<file path="src/rtl/reg_file_sb.sv">
`default_nettype none
// ============================================================================
//  Module   : reg_file_sb
//  Purpose  : Parametrised register file with one synchronous write port,
//             two combinational read ports and a per-register pending-write
//             scoreboard (decode reserves, writeback releases).
//  Options  : REGFILE_BYPASS_EN - write-through forwarding on the read ports
//  Revision : 1.0 - initial release
// ============================================================================
module reg_file_sb #(
  parameter int DATA_W   = 8,
  parameter int ADDR_W   = 3,
  parameter int ZERO_REG = 0
) (
  input  logic              CLOCK,
  input  logic              RESET,
  input  logic              WRITE,
  input  logic [ADDR_W-1:0] INADDRESS,
  input  logic [DATA_W-1:0] IN,
  input  logic [ADDR_W-1:0] OUT1ADDRESS,
  input  logic [ADDR_W-1:0] OUT2ADDRESS,
  output logic [DATA_W-1:0] OUT1,
  output logic [DATA_W-1:0] OUT2,
  input  logic              RESERVE,
  input  logic [ADDR_W-1:0] RSVADDRESS,
  output logic              BUSY1,
  output logic              BUSY2,
  output logic              RSV_STALL,
  output logic [ADDR_W:0]   PENDING_CNT
);

  localparam int              c_depth    = 2 ** ADDR_W;
  localparam logic [ADDR_W:0] c_cnt_one  = {{ADDR_W{1'b0}}, 1'b1};
  localparam logic            c_zero_reg = (ZERO_REG != 0);

  logic [DATA_W-1:0]  r_regs [c_depth];
  logic [c_depth-1:0] r_pending;
  logic [ADDR_W:0]    r_pending_cnt;

  logic               w_wr_en;
  logic               w_wr_hits_rsv;
  logic               w_rsv_acc;
  logic               w_cnt_inc;
  logic               w_cnt_dec;
  logic [c_depth-1:0] w_pending_nxt;
  logic [DATA_W-1:0]  w_out1;
  logic [DATA_W-1:0]  w_out2;
  logic               w_busy1;
  logic               w_busy2;

  // Writes to a hardwired-zero r0 are dropped entirely.
  assign w_wr_en       = WRITE & ~(c_zero_reg & (INADDRESS == '0));
  assign w_wr_hits_rsv = WRITE & (INADDRESS == RSVADDRESS);

  // A pending register can only be re-reserved when its producer writes back
  // in the same cycle; otherwise decode must hold and retry.
  assign RSV_STALL = RESERVE & r_pending[RSVADDRESS] & ~w_wr_hits_rsv;

  // Reserving r0 in zero-register mode is accepted but has no effect.
  assign w_rsv_acc = RESERVE & ~RSV_STALL & ~(c_zero_reg & (RSVADDRESS == '0));

  // Count tracks popcount: a reserve only adds when the bit was clear, and a
  // release is cancelled when a reserve re-sets the same bit in that cycle.
  assign w_cnt_inc = w_rsv_acc & ~r_pending[RSVADDRESS];
  assign w_cnt_dec = w_wr_en & r_pending[INADDRESS] &
                     ~(w_rsv_acc & (RSVADDRESS == INADDRESS));

  // Next pending vector: release first so a same-register reserve wins.
  always_comb begin
    w_pending_nxt = r_pending;
    if (w_wr_en) begin
      w_pending_nxt[INADDRESS] = 1'b0;
    end
    if (w_rsv_acc) begin
      w_pending_nxt[RSVADDRESS] = 1'b1;
    end
    if (c_zero_reg) begin
      w_pending_nxt[0] = 1'b0;
    end
  end

  // Register array, scoreboard and pending counter update.
  always_ff @(posedge CLOCK) begin
    if (RESET) begin
      for (int i = 0; i < c_depth; i++) begin
        r_regs[i] <= '0;
      end
      r_pending     <= '0;
      r_pending_cnt <= '0;
    end else begin
      if (w_wr_en) begin
        r_regs[INADDRESS] <= IN;
      end
      r_pending <= w_pending_nxt;
      if (w_cnt_inc && !w_cnt_dec) begin
        r_pending_cnt <= r_pending_cnt + c_cnt_one;
      end else if (w_cnt_dec && !w_cnt_inc) begin
        r_pending_cnt <= r_pending_cnt - c_cnt_one;
      end
    end
  end

  // Read ports: stored data and pending state, with optional forwarding.
  always_comb begin
    w_out1  = r_regs[OUT1ADDRESS];
    w_out2  = r_regs[OUT2ADDRESS];
    w_busy1 = r_pending[OUT1ADDRESS];
    w_busy2 = r_pending[OUT2ADDRESS];
    if (c_zero_reg && (OUT1ADDRESS == '0)) begin
      w_out1 = '0;
    end
    if (c_zero_reg && (OUT2ADDRESS == '0)) begin
      w_out2 = '0;
    end
`ifdef REGFILE_BYPASS_EN
    if (!RESET && w_wr_en && (INADDRESS == OUT1ADDRESS)) begin
      w_out1  = IN;
      w_busy1 = 1'b0;
    end
    if (!RESET && w_wr_en && (INADDRESS == OUT2ADDRESS)) begin
      w_out2  = IN;
      w_busy2 = 1'b0;
    end
`endif
  end

  assign OUT1        = w_out1;
  assign OUT2        = w_out2;
  assign BUSY1       = w_busy1;
  assign BUSY2       = w_busy2;
  assign PENDING_CNT = r_pending_cnt;

endmodule
`default_nettype wire

</file>
<file path="config.mk">
export PLATFORM = sky130hd
export DESIGN_NAME = reg_file_sb
export DESIGN_NICKNAME = d
export VERILOG_FILES = /design/src/rtl/reg_file_sb.sv
export SDC_FILE = /design/constraint.sdc
export NUM_CORES = 1
export LEC_CHECK = 0
export CORE_ASPECT_RATIO = 0.9
export CORE_UTILIZATION = 55
export CTS_CLUSTER_DIAMETER = 200
export CTS_CLUSTER_SIZE = 28
export DETAILED_ROUTE_END_ITERATION = 8
export HOLD_SLACK_MARGIN = 0.08
export PLACE_DENSITY = 0.78
export SYNTH_ARGS = -nofsm -noshare
export SYNTH_HDL_FRONTEND = slang
export SYNTH_SLANG_ARGS = --single-unit
export TNS_END_PERCENT = 20
</file>
<file path="constraint.sdc">
create_clock -name CLOCK -period 4.2 [get_ports CLOCK]
set_input_delay 0.84 -clock CLOCK [delete_from_list [all_inputs] [get_ports CLOCK]]
set_output_delay 0.84 -clock CLOCK [all_outputs]
set_load 0.01 [all_outputs]
</file>
==> flow_metrics.py <==
metrics = {
    "status": {
        "outcome": "finished with violations",
        "violations": "DRC",
    },
    "worst_hold_path": {
        "hp-start": "r_pending[5]",
        "hold_class": "reg -> reg",
    },
    "floorplan": {
        "core_area_um2": 8030,
        "die_area_um2": 8630,
        "num_rows": 31,
        "io_pins": 47,
        "start_util": 0.566,
        "die_w_um": 97.8,
        "die_h_um": 88.2,
    },
    "clock_network": {
        "cts_resized": 0,
        "clock_latency_ps": 340,
        "cts_setup_buffers": 0,
        "clkTransAtPathRegs_ps": 80,
        "cts.sinks": 76,
        "h-tree-depth": 3,
        "cts_tree": "yes",
        "cts_made_buffers": 9,
        "cts-root-buf": "clkbuf_8",
        "cts_hold_buf": 0,
        "cts_max_path_buffers": 2,
    },
    "pwr": {
        "peakVddDrop_uv": 172,
        "p_per_area_nw_per_um2": 339,
        "p_leak_nw": 1.99,
    },
    "place": {
        "dpl_cell_area_um2": 5090,
        "place_worst_setup_slack_ps": 185,
        "dp_hpwl_um": 7050,
        "place.gp.congestion": 0.864,
        "port_buffers": 46,
    },
    "setup_path": {
        "cp.arrival_ps": 2940,
        "path_delay_family": "buffers and inverters",
        "crit_slowest_cell": "clkdlybuf4s50_1",
        "crit_chain": "clkdlybuf4s50_1 > nor2b_1 > a32oi_2 > nand3_1 > nor3b_1 > clkdlybuf4s50_1",
        "cp_slowest_stage_delay_ps": 710,
        "crit_buf_inv": 2,
        "r2r-start": "r_pending[0]",
        "crit_fanout": 11,
        "critPathRequiredTime_ps": 3360,
        "worstSetupStartpoint": "RSVADDRESS[2]",
        "startpoint_type": "input pin",
        "critPathCaptureType": "output port",
        "crit_type": "in -> out",
        "critPathMostFrequentCell": "clkdlybuf4s50_1",
    },
    "global_route": {
        "grt_max_degree": 19,
        "grt_overflow": 0,
        "grt.total_usage": 0.254,
        "first_global_vias": 2946,
        "antenna_found_initial": 0,
        "grt_first_pass_wirelength_um": 15900,
    },
    "synthesis": {
        "async_flop_share": 0,
        "synthTopCellsByArea": "edfxtp_1 (42%), mux4_1 (21%), and2_1 (8.8%)",
        "synth_nets": 345,
        "ys_seq_area_frac": 0.476,
        "netlist_instances": 317,
        "synth_ff_type": "edfxtp_1",
        "syn_area_um2": 4550,
        "ys_types": 45,
        "synth-edff-count": 64,
        "ys_warn_count": 0,
        "yosysTopAreaCell": "edfxtp_1",
        "postSynthAreaPerCell_um2": 14.3,
        "synth-seq-cells": 76,
        "synth_top_cell_area_share": 0.423,
    },
    "timing": {
        "clock_skew_ps": 2.09,
        "worst_pin_slew_ps": 857,
        "rsz0062_at_grt": "false",
        "fmax_ghz": 0.265,
        "finalSetupViolations": 0,
        "worst_slack_ps": 421,
        "fin_crit_sh": 0.900,
        "relSlewSlack": 0.428,
        "hold_viol": 0,
        "min_period_ps": 3780,
        "setup_tns_ps": 0,
        "slew_violations": 0,
    },
    "drt": {
        "vias": 2884,
        "via_per_inst": 6.14,
        "drt_pass1_iterations": 7,
        "final_antenna_net_count": 0,
        "drt_iter0_markers": 210,
        "post_drt_wl_per_cell_um": 22.1,
        "drt_wl_total_um": 10400,
        "route.detailed.drc": 6,
    },
    "finish": {
        "layout-drive-gt1-share": 0.143,
        "nNetsFinal": 394,
        "n_fill_cell": 590,
        "diodes": 0,
        "final_cell_area_um2": 5290,
        "syn2layout_area_growth_pct": 16.4,
    },
    "run": {
        "maxCapViolations": 0,
    },
}
## worst min-delay path, delay by kind of cell (launching register included)
kind | cells | cell delay, ps
DFF | 1 | 360
buffers and inverters | 1 | 60
AOI/OAI and AO/OA | 1 | 70
## cells in the mapped netlist (all sizes together) (4+ instances only)
cell,count
a21oi,5
nand3,4
nor3,4
mux2,22
a31oi,5
inv,13
and2,64
clkbuf,5
edfxtp,64
mux4,38
dfxtp,12
buf,13
o22ai,4
nor2b,5
nor2,15
a32oi,4
nand2,10
## cells by family (layout without fill, tap and decap cells)
group,after synthesis,count (layout),synth area share
XOR/XNOR,5,5,0.00964
buffers and inverters,31,85,0.0407
AO/OA/AOI/OAI,27,27,0.0418
AND/OR/NAND/NOR,113,113,0.145
multiplexers,61,61,0.275
adder cells (fa/ha/maj),4,4,0.0127
flip-flops,76,76,0.476
## through the flow
stage               power (mW)  cells  hold slack (ps)   util
finish                    1.79    470              538  0.659
global route              1.86    470              572  0.659
CTS                       1.80    470              536  0.659
detailed placement        1.26    454              524  0.634
global placement          1.24    454              531  0.634
floorplan                 1.11    317              468      -
## layer usage
metal | routed length, um | vias up | GRT usage | part of all wire
li1 | - | 1347 | - | -
met1 | 4180 | 1406 | 0.327 | 0.40
met2 | 5310 | 123 | 0.452 | 0.51
met3 | 809 | 8 | 0.0434 | 0.078
met4 | 82 | 0 | 0.0716 | 0.0079
met5 | 0 | - | 0 | 0
## placed cells by master (no fill, tap or decap), types with 2 or more instances in the layout
| cell type | synthesis | final |
|---|---|---|
| buf_4 | 0 | 8 |
| a31oi_1 | 5 | 5 |
| dfxtp_1 | 12 | 12 |
| and2_1 | 64 | 64 |
| edfxtp_1 | 64 | 64 |
| xnor2_1 | 2 | 2 |
| nor3_1 | 3 | 3 |
| nand2_1 | 10 | 10 |
| clkbuf_8 | 0 | 9 |
| mux4_2 | 2 | 2 |
| nand3_1 | 4 | 4 |
| o22ai_1 | 4 | 4 |
| buf_12 | 2 | 2 |
| inv_1 | 13 | 13 |
| mux4_1 | 36 | 36 |
| nor2_1 | 15 | 15 |
| a21oi_1 | 5 | 5 |
| inv_6 | 0 | 2 |
| xor2_1 | 3 | 3 |
| clkinvlp_4 | 0 | 2 |
| mux2_2 | 21 | 21 |
| nor2b_1 | 5 | 5 |
| o21bai_1 | 3 | 3 |
| a32oi_1 | 3 | 3 |
| ha_1 | 3 | 3 |
| clkdlybuf4s50_1 | 0 | 46 |
| nand2b_1 | 3 | 3 |
## sequential cells by signal (all words and copies together), names as in the netlist
name	flops
r_pending	8
PENDING_CNT	4
r_regs	64
## area by class of cell
class	instances	area, um2	area share
Inverter	13	48.8	0.00922
Clock inverter	7	75.1	0.0142
Tap cell	99	124	0.0234
Timing Repair Buffer	56	561	0.106
Multi-Input combinational cell	210	2200	0.415
Sequential cell	76	2160	0.409
Clock buffer	9	124	0.0234
## worst paths after layout
kind | slack, ps | depth (start not counted) | to
max | 420 | 6 | RSV_STALL
min reg2reg | 540 | 2 | r_pending[5]
min | 540 | 2 | r_pending[5]
max reg2reg | 1380 | 10 | PENDING_CNT[3]
## power breakdown
| group | switching (mW) | total (mW) | internal, mW |
|---|---|---|---|
| Combinational | 0.148 | 0.337 | 0.189 |
| Clock | 0.278 | 0.555 | 0.277 |
| Sequential | 0.0329 | 0.903 | 0.870 |
| Total | 0.459 | 1.79 | 1.34 |
Note: power is estimated with default switching activity, not from simulation.
